### src/rtl/game_pkg.sv
// Shared game definitions: state encoding used by the FSM and the display mux.
package game_pkg;

  typedef enum logic [1:0] {
    ST_START    = 2'b00,
    ST_GAME     = 2'b01,
    ST_GAMEOVER = 2'b10
  } game_state_t;

  localparam int HOLD_FRAMES_DEFAULT = 60;

endpackage

### src/rtl/btn_sync_edge.sv
// Two-flop synchronizer for the raw button plus a rising-edge detector.
module btn_sync_edge (
  input  logic clk,
  input  logic rst_n,
  input  logic btn,
  output logic btn_rise
);

  logic       sync_p0;
  logic       sync_p1;
  logic       prev_p2;
  logic [2:0] vld_p;

  // Stage p0/p1: metastability filter; p2: previous synchronized level
  always_ff @(posedge clk or negedge rst_n) begin
    if (!rst_n) begin
      sync_p0 <= 1'b0;
      sync_p1 <= 1'b0;
      prev_p2 <= 1'b0;
      vld_p   <= 3'b000;
    end else begin
      sync_p0 <= btn;
      sync_p1 <= sync_p0;
      prev_p2 <= sync_p1;
      vld_p   <= {vld_p[1:0], 1'b1};
    end
  end

  // Edges are only trusted once both compared stages hold post-reset samples,
  // so a button already held at reset release never looks like a press.
  assign btn_rise = vld_p[2] & sync_p1 & ~prev_p2;

endmodule

### src/rtl/game_fsm.sv
// Top-level game state machine: START -> GAME -> GAMEOVER, advancing on frame ticks.
module game_fsm
  import game_pkg::*;
#(
  parameter int HOLD_FRAMES = HOLD_FRAMES_DEFAULT,
  parameter int HOLD_W      = 7
) (
  input  logic       clk,
  input  logic       rst_n,
  input  logic       btn,
  input  logic       collision,
  input  logic       frame_tick,
  output logic [1:0] state,
  output logic       game_rst,
  output logic       jump,
  output logic       hold_active
);

  game_state_t       state_q;
  game_state_t       state_d;
  logic              pend_q;
  logic              pend_d;
  logic [HOLD_W-1:0] hold_q;
  logic [HOLD_W-1:0] hold_d;
  logic              game_rst_d;
  logic              jump_d;
  logic              btn_rise;
  logic              evt;
  logic              adv;
  logic              hold_zero;

  btn_sync_edge u_btn (
    .clk      (clk),
    .rst_n    (rst_n),
    .btn      (btn),
    .btn_rise (btn_rise)
  );

  assign hold_zero = (hold_q == '0);
  assign state     = state_q;

  always_comb begin
    state_d    = state_q;
    pend_d     = pend_q;
    hold_d     = hold_q;
    game_rst_d = 1'b0;
    jump_d     = 1'b0;
    evt        = 1'b0;
    adv        = 1'b0;
    case (state_q)
      ST_START: begin
        evt = btn_rise;
        adv = (pend_q | evt) & frame_tick;
        if (adv) begin
          state_d    = ST_GAME;
          game_rst_d = 1'b1;
        end
      end
      ST_GAME: begin
        evt    = collision;
        jump_d = btn_rise;
        adv    = (pend_q | evt) & frame_tick;
        if (adv) begin
          state_d = ST_GAMEOVER;
          hold_d  = HOLD_W'(HOLD_FRAMES);
        end
      end
      ST_GAMEOVER: begin
        evt = btn_rise & hold_zero;
        adv = (pend_q | evt) & frame_tick;
        if (adv) begin
          state_d = ST_START;
        end else if (frame_tick && !hold_zero) begin
          hold_d = hold_q - HOLD_W'(1);
        end
      end
      default: begin
        state_d = ST_START;
        hold_d  = '0;
      end
    endcase
    // A pending request never survives a transition or an illegal state
    if (adv || (state_q != ST_START && state_q != ST_GAME && state_q != ST_GAMEOVER))
      pend_d = 1'b0;
    else if (evt)
      pend_d = 1'b1;
  end

  always_ff @(posedge clk or negedge rst_n) begin
    if (!rst_n) begin
      state_q     <= ST_START;
      pend_q      <= 1'b0;
      hold_q      <= '0;
      game_rst    <= 1'b0;
      jump        <= 1'b0;
      hold_active <= 1'b0;
    end else begin
      state_q     <= state_d;
      pend_q      <= pend_d;
      hold_q      <= hold_d;
      game_rst    <= game_rst_d;
      jump        <= jump_d;
      hold_active <= (hold_d != '0);
    end
  end

endmodule

### config.mk
export PLATFORM = sky130hd
export DESIGN_NAME = game_fsm
export DESIGN_NICKNAME = d
export VERILOG_FILES = /design/src/rtl/game_pkg.sv /design/src/rtl/btn_sync_edge.sv /design/src/rtl/game_fsm.sv
export SDC_FILE = /design/constraint.sdc
export NUM_CORES = 1
export LEC_CHECK = 0
export ABC_CLOCK_PERIOD_IN_PS = 3000
export CAP_MARGIN = 25
export CORE_UTILIZATION = 40
export DETAILED_ROUTE_END_ITERATION = 12
export GPL_ROUTABILITY_DRIVEN = 0
export GPL_TIMING_DRIVEN = 0
export HOLD_SLACK_MARGIN = 0.1
export PLACE_DENSITY = 0.66
export SYNTH_ARGS = -nofsm -noshare
export SYNTH_HDL_FRONTEND = slang
export SYNTH_HIERARCHICAL = 1
export SYNTH_SLANG_ARGS = --single-unit
### constraint.sdc
create_clock -name clk -period 3 [get_ports clk]
set_clock_uncertainty 0.1 [all_clocks]
set_input_delay 0.9 -clock clk [delete_from_list [all_inputs] [get_ports clk]]
set_output_delay 0.9 -clock clk [all_outputs]
set_load 0.02 [all_outputs]
==> run metrics <==
Post-Syn Area per Cell 10.0 um2; I/O pins 10; Worst Hold Slack 0.267 ns; Max stage delay cell, worst path or4b_1; router iterations before antenna repair 5; Compound-Gate Fraction of Synth Area 0.189; core footprint 2040 um2; placed instance count 127; DR WL/cell 13.3 um; post-synth cell types 37; fin crit share 0.879; Slew Limit Headroom 0.445; asr flop ratio synth 1.00; Worst Path Arrival 2.71 ns; DRC 0; initial antenna violation count 0; Simple-Gate Fraction of Synth Area 0.207; first-pass GRT wire length 2.99 mm; Yosys warnings 6; non-filler cells, final 131; P per Cell Area 916 nW/um2; GRT Resource Usage Total 0.164; most common library cell in the layout ignoring fill and taps dfrtp_1; Initial Util 0.447; crit-path cells clkdlybuf4s50_1 -> o21ai_0 -> or3_1 -> clkbuf_1 -> a31oi_1 -> nor2_1 -> or4b_1; Tot Pwr 0.976 mW; hold_buf cts 0; detailed placement HPWL 1.27 mm; mux cell area share after synthesis 0; delay-heaviest family, CP simple AND/OR/NAND/NOR gates; Iter 0 DRT Violations 20; Layout Nets 112; main combinational cell family by area after synthesis simple AND/OR/NAND/NOR gates; Post-CTS Setup Repair Bufs 0; vias in the first global route 679; CTS Sinks 19; CTS tree yes; grt total ovfl 0; Synth Area in XOR/XNOR 0.00960; CTS H-Tree Depth 1; Worst Tran Pin Value 0.830 ns; WP data required 3.08 ns; Syn Nets 98; PostCTS Resize Cnt 0; synth top area cells dfrtp_1 52%, a31oi_1 4.1%, nor2_1 3.3%; setup TNS 0 ns; sequential fraction of the synthesis area 0.521; Via Count 725; Root Driver clkbuf_4; Setup crit end kind flip-flop; clk slew on worst S/H paths 0.11 ns; CP Launch Type primary input; worst skew pair latency 0.30 ns; die area 2480 um2; detailed-route wire length 1.74 mm; fraction of layout cells with a size suffix above 1 0.0962; share of the synthesized area in the top cell type 0.521; final hold viol count 0; Synth Flop Type dfrtp_1; Post-synth EDFFs 0; RSZ-0062 raised after global routing no; Routed Antenna Nets 0; achievable clock frequency 0.379 GHz; largest net degree at the start of global routing 20; outcome finished clean; Vias/cell 5.53; MaxCap Viol Count 0; synthesized area 912 um2; most frequent cells in the layout 19 x dfrtp_1, 9 x clkdlybuf4s50_1, 8 x nor2_1, 7 x nand2_1, 6 x a31oi_1; Peak supply drop 0.538 mV; Die Y 49.8 um; Port Buf Inserts 9; minimum clock period 2.64 ns; kind of critical path in -> reg; adder-cell share of the synthesized area 0.0274; largest stage delay on the critical path 0.44 ns; cts bufs inserted 3; Final Max Tran Viols 0; Area growth, synth to finish 16.9%; cells after synthesis 91; die width 49.8 um; clk buf depth 2; # diodes 0; HP Class reg -> reg; WP buf/inv 2; cell row count 16; P_leak 0.450 nW; flops & latches, synth 19; largest area contributor in the netlist dfrtp_1; setup violators final 0; CP Max Fanout 7
[cell families after synthesis]
family	count (synthesis)
simple gates	33
compound gates	27
flops	19
buf+inv	8
fa+ha+maj	2
xor+xnor	1
other cells	1
[metrics by stage]
step           setup slack [ns]  instance area (um2)  utilization
6_report                  0.363                 1070        0.522
5_1_grt                   0.252                 1070        0.522
4_1_cts                   0.361                 1070        0.522
3_5_place_dp             0.0415                 1040        0.507
3_3_place_gp             0.0475                 1040        0.507
2_1_floorplan             0.723                  912            -
[synth_stat cells (all sizes together), types with 2 or more instances]
cell,n
buf,2
and3b,2
inv,5
ha,2
nor3,2
nor2,8
a21oi,5
a31oi,6
nand2,7
dfrtp,19
o31ai,2
or3,2
o21ai,6
[area by class of cell]
type / instances / area [um2]
plain buffers: 3 / 18.8
clock buffers: 3 / 22.5
clock inverters: 1 / 7.51
flip-flops and latches: 19 / 475
inverters: 5 / 18.8
fillers: 194 / 976
multi-input cells: 64 / 399
well taps: 27 / 33.8
repair buffers: 9 / 90.1
[power breakdown]
group	internal [mW]	leakage, nW	total, mW	switching (mW)
Combinational	0.193	0.205	0.437	0.245
Clock	0.0508	0.0139	0.133	0.0819
Sequential	0.329	0.231	0.406	0.0771
Total	0.572	0.450	0.976	0.404
[flip-flops by register name (all words and copies together), names as in the netlist]
name / cells
hold_active: 1
pend_q: 1
u_btn/sync_p0: 1
state: 2
u_btn/sync_p1: 1
game_rst: 1
u_btn/prev_p2: 1
u_btn/vld_p: 3
hold_q: 7
jump: 1
[routing by layer]
layer  up-vias  routed length (um)  GRT usage
met2        23                 742      0.241
met5         -                   0          0
met4         0                  12     0.0429
met1       337                 887      0.223
li1        363                   -          -
met3         2                  96     0.0648
[worst paths after layout]
kind | startpoint | to | slack [ns] | cells after the start
worst min register to register | u_btn/vld_p[1] | u_btn/vld_p[2] | 0.27 | 0
worst max register to register | hold_q[0] | hold_active | 0.67 | 7
max in group asynchronous | rst_n | hold_q[4] | 1.32 | 1
min in group asynchronous | rst_n | u_btn/sync_p1 | 0.96 | 1
worst min-delay path | u_btn/vld_p[1] | u_btn/vld_p[2] | 0.27 | 0
worst max-delay path | collision | hold_active | 0.36 | 7
Note: power is estimated with default switching activity, not from simulation.
